### config.mk
export PLATFORM = sky130hd
export DESIGN_NAME = weight_mem_loader
export DESIGN_NICKNAME = d
export VERILOG_FILES = /design/src/rtl/weight_mem_loader_pkg.sv /design/src/rtl/weight_byte_packer.sv /design/src/rtl/weight_mem_loader.sv
export SDC_FILE = /design/constraint.sdc
export NUM_CORES = 1
export LEC_CHECK = 0
export CORE_ASPECT_RATIO = 0.6
export CORE_MARGIN = 2
export CORE_UTILIZATION = 53
export DETAILED_ROUTE_END_ITERATION = 10
export HOLD_SLACK_MARGIN = 0.08
export PLACE_DENSITY = 0.77
export REMOVE_ABC_BUFFERS = 1
export SYNTH_ARGS = -nofsm -noshare
export SYNTH_HDL_FRONTEND = slang
export SYNTH_SLANG_ARGS = --single-unit
### constraint.sdc
create_clock -name clk -period 3.8 [get_ports clk]
set_clock_uncertainty 0.15 [all_clocks]
set_input_delay 0.76 -clock clk [delete_from_list [all_inputs] [get_ports clk]]
set_output_delay 0.76 -clock clk [all_outputs]
set_load 0.01 [all_outputs]
### src/rtl/weight_mem_loader_pkg.sv
// rtl/weight_mem_loader_pkg.sv - shared sizes, port-mode encodings and FSM states for the weight loader
//
// Purpose: one place for the weight-memory geometry and the loader state
// encoding, so the loader and its byte packer agree on the same values.
// Ports: none (package).
package weight_mem_loader_pkg;

   localparam int N_DIM_ARRAY       = 4;
   localparam int WEIGHT_DATA_WIDTH = 8;
   localparam int ADDR_W            = 14;

   localparam logic MODE_FC  = 1'b0;
   localparam logic MODE_CNN = 1'b1;

   typedef enum logic [1:0] {
      ST_IDLE  = 2'd0,
      ST_LOAD  = 2'd1,
      ST_DRAIN = 2'd2
   } state_t;

endpackage

### src/rtl/weight_byte_packer.sv
// rtl/weight_byte_packer.sv - packs a byte stream into weight words, first byte in the LSBs
//
// Purpose: shift register plus byte counter that assembles N_DIM_ARRAY bytes
// into one word. word_done_o/word_data_o are combinational and describe the
// byte being accepted this cycle; the loader registers them.
// Ports:
//   clk, reset          clock, asynchronous active-low reset
//   clear_i             drop any partial word and restart at byte 0
//   byte_valid_i        a byte is accepted this cycle
//   byte_data_i         the accepted byte
//   word_done_o         this byte completes a word
//   word_data_o         the completed word (valid with word_done_o)
module weight_byte_packer #(
   parameter int N_DIM_ARRAY       = weight_mem_loader_pkg::N_DIM_ARRAY,
   parameter int WEIGHT_DATA_WIDTH = weight_mem_loader_pkg::WEIGHT_DATA_WIDTH
) (
   input  logic                                      clk,
   input  logic                                      reset,
   input  logic                                      clear_i,
   input  logic                                      byte_valid_i,
   input  logic [WEIGHT_DATA_WIDTH-1:0]              byte_data_i,
   output logic                                      word_done_o,
   output logic [N_DIM_ARRAY*WEIGHT_DATA_WIDTH-1:0]  word_data_o
);

   import weight_mem_loader_pkg::*;

   // Only N-1 bytes are held; the final byte goes straight to the output.
   localparam int HOLD_W = (N_DIM_ARRAY - 1) * WEIGHT_DATA_WIDTH;
   localparam int CNT_W  = (N_DIM_ARRAY > 1) ? $clog2(N_DIM_ARRAY) : 1;
   localparam logic [CNT_W-1:0] LAST_IDX = CNT_W'(N_DIM_ARRAY - 1);

   logic [HOLD_W-1:0] shift_q, shift_d;
   logic [CNT_W-1:0]  cnt_q, cnt_d;

   // New bytes enter at the top, so earlier bytes migrate toward the LSBs.
   assign shift_d     = {byte_data_i, shift_q[HOLD_W-1:WEIGHT_DATA_WIDTH]};
   assign word_data_o = {byte_data_i, shift_q};
   assign word_done_o = byte_valid_i && !clear_i && (cnt_q == LAST_IDX);

   always_comb begin
      cnt_d = cnt_q;
      if (clear_i) begin
         cnt_d = '0;
      end else if (byte_valid_i) begin
         cnt_d = (cnt_q == LAST_IDX) ? '0 : cnt_q + CNT_W'(1);
      end
   end

   always_ff @(posedge clk or negedge reset) begin
      if (!reset) begin
         shift_q <= '0;
         cnt_q   <= '0;
      end else begin
         cnt_q <= cnt_d;
         if (clear_i) begin
            shift_q <= '0;
         end else if (byte_valid_i) begin
            shift_q <= shift_d;
         end
      end
   end

endmodule

### src/rtl/weight_mem_loader.sv
// rtl/weight_mem_loader.sv - streams weight bytes into the FC or CNN weight memory write port
//
// Purpose: accepts a load request (mode, base address, word count), range
// checks it, packs incoming bytes into words and writes them to consecutive
// addresses on the selected port.
// Ports:
//   clk, reset                  clock, asynchronous active-low reset
//   start, abort                load request / cancel
//   cfg_mode                    0 = FC port, 1 = CNN port
//   cfg_base_addr, cfg_num_words  first word address, words to load
//   in_valid, in_data, in_ready   byte stream
//   wr_*_ext_fc_w               FC weight-memory write port
//   wr_*_ext_cnn_w              CNN weight-memory write port
//   busy, done, error           status; done/error are one-cycle pulses
module weight_mem_loader #(
   parameter int N_DIM_ARRAY       = weight_mem_loader_pkg::N_DIM_ARRAY,
   parameter int WEIGHT_DATA_WIDTH = weight_mem_loader_pkg::WEIGHT_DATA_WIDTH,
   parameter int ADDR_W            = weight_mem_loader_pkg::ADDR_W
) (
   input  logic                                     clk,
   input  logic                                     reset,
   input  logic                                     start,
   input  logic                                     abort,
   input  logic                                     cfg_mode,
   input  logic [ADDR_W-1:0]                        cfg_base_addr,
   input  logic [ADDR_W:0]                          cfg_num_words,
   input  logic                                     in_valid,
   input  logic [WEIGHT_DATA_WIDTH-1:0]             in_data,
   output logic                                     in_ready,
   output logic                                     wr_en_ext_fc_w,
   output logic [ADDR_W-1:0]                        wr_addr_ext_fc_w,
   output logic [N_DIM_ARRAY*WEIGHT_DATA_WIDTH-1:0] wr_data_ext_fc_w,
   output logic                                     wr_en_ext_cnn_w,
   output logic [ADDR_W-1:0]                        wr_addr_ext_cnn_w,
   output logic [N_DIM_ARRAY*WEIGHT_DATA_WIDTH-1:0] wr_data_ext_cnn_w,
   output logic                                     busy,
   output logic                                     done,
   output logic                                     error
);

   import weight_mem_loader_pkg::*;

   localparam int WORD_W = N_DIM_ARRAY * WEIGHT_DATA_WIDTH;
   // One extra bit over the count width so base+count can never wrap.
   localparam int SUM_W = ADDR_W + 2;
   localparam logic [SUM_W-1:0] ADDR_SPAN = SUM_W'(1) << ADDR_W;

   state_t              state_q;
   logic                mode_q;
   logic [ADDR_W-1:0]   base_q;
   logic [ADDR_W:0]     num_q;
   logic [ADDR_W:0]     word_idx_q;
   logic                in_ready_q;
   logic                busy_q;
   logic                done_q;
   logic                error_q;
   logic                fc_en_q, cnn_en_q;
   logic [ADDR_W-1:0]   fc_addr_q, cnn_addr_q;
   logic [WORD_W-1:0]   fc_data_q, cnn_data_q;

   logic                pk_clear;
   logic                pk_valid;
   logic                word_done;
   logic [WORD_W-1:0]   word_data;
   logic [SUM_W-1:0]    end_addr;
   logic                last_word;
   logic [ADDR_W-1:0]   wr_addr;

   // The packer restarts whenever we are not actively loading, so a
   // partial word never survives an abort or a finished transfer.
   assign pk_clear  = abort || (state_q != ST_LOAD);
   assign pk_valid  = in_valid && in_ready_q;

   assign end_addr  = SUM_W'(cfg_base_addr) + SUM_W'(cfg_num_words);
   assign last_word = (word_idx_q == num_q - (ADDR_W+1)'(1));
   assign wr_addr   = base_q + word_idx_q[ADDR_W-1:0];

   weight_byte_packer #(
      .N_DIM_ARRAY       (N_DIM_ARRAY),
      .WEIGHT_DATA_WIDTH (WEIGHT_DATA_WIDTH)
   ) u_packer (
      .clk          (clk),
      .reset        (reset),
      .clear_i      (pk_clear),
      .byte_valid_i (pk_valid),
      .byte_data_i  (in_data),
      .word_done_o  (word_done),
      .word_data_o  (word_data)
   );

   always_ff @(posedge clk or negedge reset) begin
      if (!reset) begin
         state_q    <= ST_IDLE;
         mode_q     <= MODE_FC;
         base_q     <= '0;
         num_q      <= '0;
         word_idx_q <= '0;
         in_ready_q <= 1'b0;
         busy_q     <= 1'b0;
         done_q     <= 1'b0;
         error_q    <= 1'b0;
         fc_en_q    <= 1'b0;
         fc_addr_q  <= '0;
         fc_data_q  <= '0;
         cnn_en_q   <= 1'b0;
         cnn_addr_q <= '0;
         cnn_data_q <= '0;
      end else begin
         // Pulses and write strobes last one cycle; address/data return to zero with them.
         done_q     <= 1'b0;
         error_q    <= 1'b0;
         fc_en_q    <= 1'b0;
         fc_addr_q  <= '0;
         fc_data_q  <= '0;
         cnn_en_q   <= 1'b0;
         cnn_addr_q <= '0;
         cnn_data_q <= '0;

         case (state_q)
            ST_IDLE: begin
               // abort has no meaning here, so start always wins.
               if (start) begin
                  if (cfg_num_words == '0) begin
                     done_q <= 1'b1;
                  end else if (end_addr > ADDR_SPAN) begin
                     error_q <= 1'b1;
                  end else begin
                     state_q    <= ST_LOAD;
                     in_ready_q <= 1'b1;
                     busy_q     <= 1'b1;
                     mode_q     <= cfg_mode;
                     base_q     <= cfg_base_addr;
                     num_q      <= cfg_num_words;
                     word_idx_q <= '0;
                  end
               end
            end

            ST_LOAD: begin
               if (abort) begin
                  state_q    <= ST_IDLE;
                  in_ready_q <= 1'b0;
                  busy_q     <= 1'b0;
               end else if (word_done) begin
                  if (mode_q == MODE_CNN) begin
                     cnn_en_q   <= 1'b1;
                     cnn_addr_q <= wr_addr;
                     cnn_data_q <= word_data;
                  end else begin
                     fc_en_q    <= 1'b1;
                     fc_addr_q  <= wr_addr;
                     fc_data_q  <= word_data;
                  end
                  word_idx_q <= word_idx_q + (ADDR_W+1)'(1);
                  if (last_word) begin
                     state_q    <= ST_DRAIN;
                     in_ready_q <= 1'b0;
                  end
               end
            end

            ST_DRAIN: begin
               // The final strobe is on the port during this cycle.
               state_q <= ST_IDLE;
               busy_q  <= 1'b0;
               done_q  <= !abort;
            end

            default: begin
               state_q    <= ST_IDLE;
               in_ready_q <= 1'b0;
               busy_q     <= 1'b0;
            end
         endcase
      end
   end

   assign in_ready          = in_ready_q;
   assign busy              = busy_q;
   assign done              = done_q;
   assign error             = error_q;
   assign wr_en_ext_fc_w    = fc_en_q;
   assign wr_addr_ext_fc_w  = fc_addr_q;
   assign wr_data_ext_fc_w  = fc_data_q;
   assign wr_en_ext_cnn_w   = cnn_en_q;
   assign wr_addr_ext_cnn_w = cnn_addr_q;
   assign wr_data_ext_cnn_w = cnn_data_q;

endmodule

Yosys cells after proc, flatten, opt, wreduce, memory -nomap -nowiden
Index checks and enable logic that the tools add are counted.
{ "totals": {"ff_bits": 171, "out_inout_bits": 98, "elab_cells": 112} }
{ "op_classes": {"addsub": 5, "order_cmp": 1, "eq_ne": 13, "n_mux": 58, "n_bitwise": 3, "n_reduce_logical": 15} }
{ "ops": {"columns": ["cell", "count"], "rows": [
  ["two-way mux 32 bit", 8],
  ["two-way mux 14 bit", 8],
  ["two-way mux 15 bit", 5],
  ["two-way mux 24 bit", 2],
  ["case mux 15 bit (2 select lines)", 1],
  ["two-way mux 1 bit", 21],
  ["two-way mux 2 bit", 9],
  ["adder 14 x 15 -> 16 bit", 1],
  ["greater-than comparator 16 x 15 -> 1 bit (second input constant)", 1],
  ["adder 15 x 1 -> 15 bit (second input constant)", 1],
  ["equality test 15 bit", 1],
  ["zero test 15 bit", 1],
  ["subtractor 15 x 1 -> 15 bit (second input constant)", 1],
  ["adder 14 bit", 1],
  ["AND reduction 6 bit", 2],
  ["!= test 2 bit (second input constant)", 5],
  ["AND reduction 4 bit", 2],
  ["AND reduction 5 bit", 1],
  ["equality test 2 bit (second input constant)", 2],
  ["!= test 2 x 1 -> 1 bit (second input constant)", 2],
  ["case mux 1 bit (2 select lines)", 2],
  ["case mux 2 bit (2 select lines)", 1],
  ["nonzero test 2 bit", 2],
  ["logical AND 1 bit", 3],
  ["other kinds (9)", 12]
]} }

Longest topological paths before layout
{ "depth": {"word_depth": 8, "depth_mapped": 11, "mapped_depth_nobuf": 10} }

Cells and area by module
A second synthesis with hierarchy kept.
{ "hier_totals": {"hier_cells": 733, "hier_area_um2": 8249.2} }
{ "by_module_without_submodules": {"columns": ["mod", "instances", "cells_each", "area_each_um2"], "rows": [
  ["weight_mem_loader", 1, 638, 7093.1],
  ["weight_byte_packer", 1, 95, 1156.1]
]} }

Worst setup path after synthesis
OpenSTA, ideal clock, no wires.
{ "synth_timing": {"path_kind": "input to register", "start": "input cfg_base_addr[0]", "end": "register base_q[0]", "arrival_ps": 4256, "required_ps": 3522, "setup_slack_ps": -733, "path_stages": 11, "cell_sequence": "ha_1 -> fa_1 -> xor2_1 -> a2111o_1 -> or4b_1 -> a2111oi_0 -> or4b_1 -> or3_1 -> a31oi_4 -> buf_4 -> mux2_1"} }
{ "synth_between": {"elab_chain_len": 4} }
{ "synth_rtl": {"columns": ["element", "line", "rtl"], "rows": [
  ["start, declared", "weight_mem_loader.sv:25", "input logic [ADDR_W-1:0] cfg_base_addr,"],
  ["adder 14 x 15 -> 16 bit", "weight_mem_loader.sv:74", "assign end_addr = SUM_W'(cfg_base_addr) + SUM_W'(cfg_num_words);"],
  ["greater-than comparator 16 x 15 -> 1 bit", "weight_mem_loader.sv:125", "end else if (end_addr > ADDR_SPAN) begin"],
  ["NOT 1 bit (no source line)", null, null],
  ["AND reduction 4 bit (no source line)", null, null],
  ["end signal, assigned", "weight_mem_loader.sv:132", "base_q <= cfg_base_addr;"],
  ["end, declared", "weight_mem_loader.sv:50", "logic [ADDR_W-1:0] base_q;"]
]} }
Parallel ways exist; a longest one is shown, timed or not.
A chain may end at the register's enable or synchronous reset.

Worst setup path after layout
{ "layout_timing": {"start": "input cfg_base_addr[5]", "end": "register num_q[5]"} }
{ "layout_between": {"elab_chain_len": 4} }
{ "layout_rtl": {"columns": ["element", "line", "rtl"], "rows": [
  ["adder 14 x 15 -> 16 bit", "weight_mem_loader.sv:74", null],
  ["greater-than comparator 16 x 15 -> 1 bit", "weight_mem_loader.sv:125", null],
  ["NOT 1 bit (no source line)", null, null],
  ["AND reduction 4 bit (no source line)", null, null],
  ["end signal, assigned", "weight_mem_loader.sv:133", "num_q <= cfg_num_words;"],
  ["end, declared", "weight_mem_loader.sv:51", "logic [ADDR_W:0] num_q;"]
]} }
Every way passes these cells.

==> flow_summary.json <==
{
  "start_kind": "input pin",
  "cts_num_sinks": 171,
  "grt_overflow": 0,
  "routed_via_density": 5.68,
  "drt-pass1-iter-count": 5,
  "setup_ws_ns": -0.455,
  "finalInstanceArea_um2": 11100,
  "cts_made_buffers": 17,
  "cts_buffer_depth": 2,
  "fin_crit_ns": 4.25,
  "async_flop_share": 1.00,
  "cts.clk_slew.worst_paths_ns": 0.07,
  "worstPathMaxFanout": 6,
  "start_util": 0.546,
  "gp_congestion": 0.862,
  "antenna_cells": 0,
  "slew_headroom": 0.332,
  "ctsHoldBuffers": 0,
  "hpwlAfterDp_um": 14800,
  "cp_num_buf_inv": 5,
  "synth_cell_type_count": 61,
  "crit_top_cell": "buf_6",
  "fin_util": 0.760,
  "via_count": 6589,
  "tightestPinTransition_ns": 1.00,
  "worstSetupEndpointType": "register",
  "grt_usage": 0.277,
  "outcome": "finished, violations left",
  "yosysTopAreaCell": "dfrtp_1",
  "yosys_warnings": 0,
  "crit_family": "buffers and inverters",
  "crit_slowest_cell": "clkdlybuf4s50_1",
  "io_buffers": 140,
  "grt_max_degree": 73,
  "layout-drive-gt1-share": 0.175,
  "holdWs_ns": 0.184,
  "crit_arrival_ns": 4.40,
  "root_buffer": "clkbuf_16",
  "cp_slowest_stage_delay_ns": 0.59,
  "avgSynthCellArea_um2": 10.7,
  "synth-main-ff-cell": "dfrtp_1",
  "ys_seq_elements": 171,
  "synthTopCellsByCount": "dfrtp_1, nand2_1, a21oi_1",
  "drtIter0Drc": 615,
  "rsz0062_at_grt": "true",
  "fin_nets": 1024,
  "grt_pass1_vias": 6606,
  "fp.dieW_um": 162,
  "ys_seq_area_frac": 0.537,
  "critical_path_class": "in2reg",
  "synthCells": 743,
  "path_cells": "clkdlybuf4s50_1 > ha_4 > buf_4 > o21a_1 > o211a_1 > a2111oi_4 > nor3_1 > or4b_4 > or3_4 > a31oi_4 > buf_6 > buf_6 > buf_12 > mux2_4",
  "synth-edff-count": 0,
  "wl_um": 21300,
  "synthToLayoutAreaGrowth_pct": 39.1,
  "placed_cell_area_um2": 10100,
  "dp_cells": 1118,
  "route.detailed.drc": 0,
  "yosysTopAreaCellShare": 0.537,
  "ir_drop_uv": 307,
  "ant_nets": 0,
  "fin_setup_tns_ns": -12.89,
  "h-tree-depth": 4,
  "p_per_area_nw_per_um2": 438,
  "yosysMostFrequentCell": "dfrtp_1",
  "antenna_found_initial": 1,
  "stdcell_count": 1160,
  "ios": 141,
  "fp.dieH_um": 99.0,
  "leakage_nw": 5.18,
  "fmax_mhz": 235,
  "insertion_delay_ns": 0.42,
  "core_um2": 14600,
  "dieArea_um2": 16100,
  "fin_crit_sh": 1.12,
  "violations": "setup timing",
  "fp-row-count": 34,
  "ys_top_cells_by_area": "dfrtp_1, ha_1, mux2_1, nand2_1, a21oi_1",
  "grt_pass1_wl_um": 34500,
  "wl_per_cell_um": 18.4,
  "cp.required_ns": 3.95,
  "cts_tree": "done",
  "hold_viol": 0,
  "finalMaxSlewViolations": 0,
  "synth_area_um2": 7970,
  "cap_violations": 0,
  "hp-class": "in2async",
  "setup_viol": 33
}
==> cells by family after synthesis <==
| group | Yosys count | synth area share |
|---|---|---|
| buffers and inverters | 55 | 0.0273 |
| XOR/XNOR | 35 | 0.0384 |
| multiplexers | 32 | 0.0447 |
| flip-flops | 171 | 0.537 |
| AO/OA/AOI/OAI | 149 | 0.129 |
| adder cells (fa/ha/maj) | 32 | 0.0521 |
| AND/OR/NAND/NOR | 269 | 0.172 |
==> cell usage in the layout, fill, tap and decap left out, types with 4 or more instances in the layout <==
cell type and n:
dfrtp_1 171, mux2_4 29, ha_4 6, a21oi_1 52
inv_1 20, nor4_1 7, nand3_1 16, o21ai_0 13
clkbuf_16 17, a41oi_1 12, xnor2_1 18, o21a_1 4
and2_1 37, buf_4 68, buf_6 8, dlygate4sd2_1 6
a21o_1 11, nor2b_1 7, o211ai_1 5, clkdlybuf4s50_1 128
xor2_1 17, nor2_1 47, nor3_1 14, buf_16 4
nand4_1 4, nand2b_1 5, nand2_1 73, ha_1 23
a31oi_1 7, clkinv_8 5, and3_1 38, o21bai_1 5
==> final timing paths <==
check,from,endpoint,slack [ns],cells past startpoint
setup / recovery,cfg_base_addr[5],num_q[5],-0.45,14
hold / removal,reset,wr_data_ext_cnn_w[18],0.18,1
setup reg to reg,num_q[0],in_ready,0.38,11
hold reg to reg,u_packer.shift_q[0],wr_data_ext_fc_w[0],0.35,1
max in group asynchronous,reset,wr_addr_ext_fc_w[13],2.42,2
min in group clk,u_packer.shift_q[0],wr_data_ext_fc_w[0],0.35,1
==> cell type report <==
type	instances	area (um^2)
clock inverters	14	156
inverters	21	78.8
fillers	958	3500
repair buffers	221	2160
well taps	198	248
clock buffers	18	439
multi-input cells	517	3740
flip-flops and latches	171	4280
==> stage by stage <==
| step | setup slack [ns] | power, W |
|---|---|---|
| detailed placement | -1.43 | 0.00302 |
| global placement | -1.35 | 0.00296 |
| floorplan | -1.05 | 0.00260 |
| CTS | -0.417 | 0.00485 |
| finish | -0.455 | 0.00486 |
| global route | -0.535 | 0.00507 |
==> per-layer routing <==
layer  share of wire  GRT usage  vias to the layer above
li1                -          -                     3043
met1            0.45      0.395                     3229
met2            0.45      0.423                      283
met3           0.083     0.0728                       32
met4           0.014     0.0803                        2
met5         0.00061          0                        -
==> registers in the layout (all words and copies together) (netlist names), 2 cells and up <==
| name | flops |
|---|---|
| wr_addr_ext_fc_w | 14 |
| word_idx_q | 15 |
| u_packer.shift_q | 24 |
| base_q | 14 |
| u_packer.cnt_q | 2 |
| wr_addr_ext_cnn_w | 14 |
| wr_data_ext_fc_w | 32 |
| state_q | 2 |
| num_q | 15 |
| wr_data_ext_cnn_w | 32 |
==> power by group <==
part / switching, W / internal [W] / total [W]
sequential: 0.000157 / 0.00194 / 0.00210
combinational: 0.000551 / 0.000536 / 0.00109
clock: 0.000786 / 0.000892 / 0.00168
==> what timing repair did <==
action                     in CTS  in global routing
gates cloned                    4                  0
pin swaps                      11                  2
resized for setup              80                  5
setup endpoints to repair      49                 44
setup buffers                   6                  0
(Power assumes the default switching activity.)
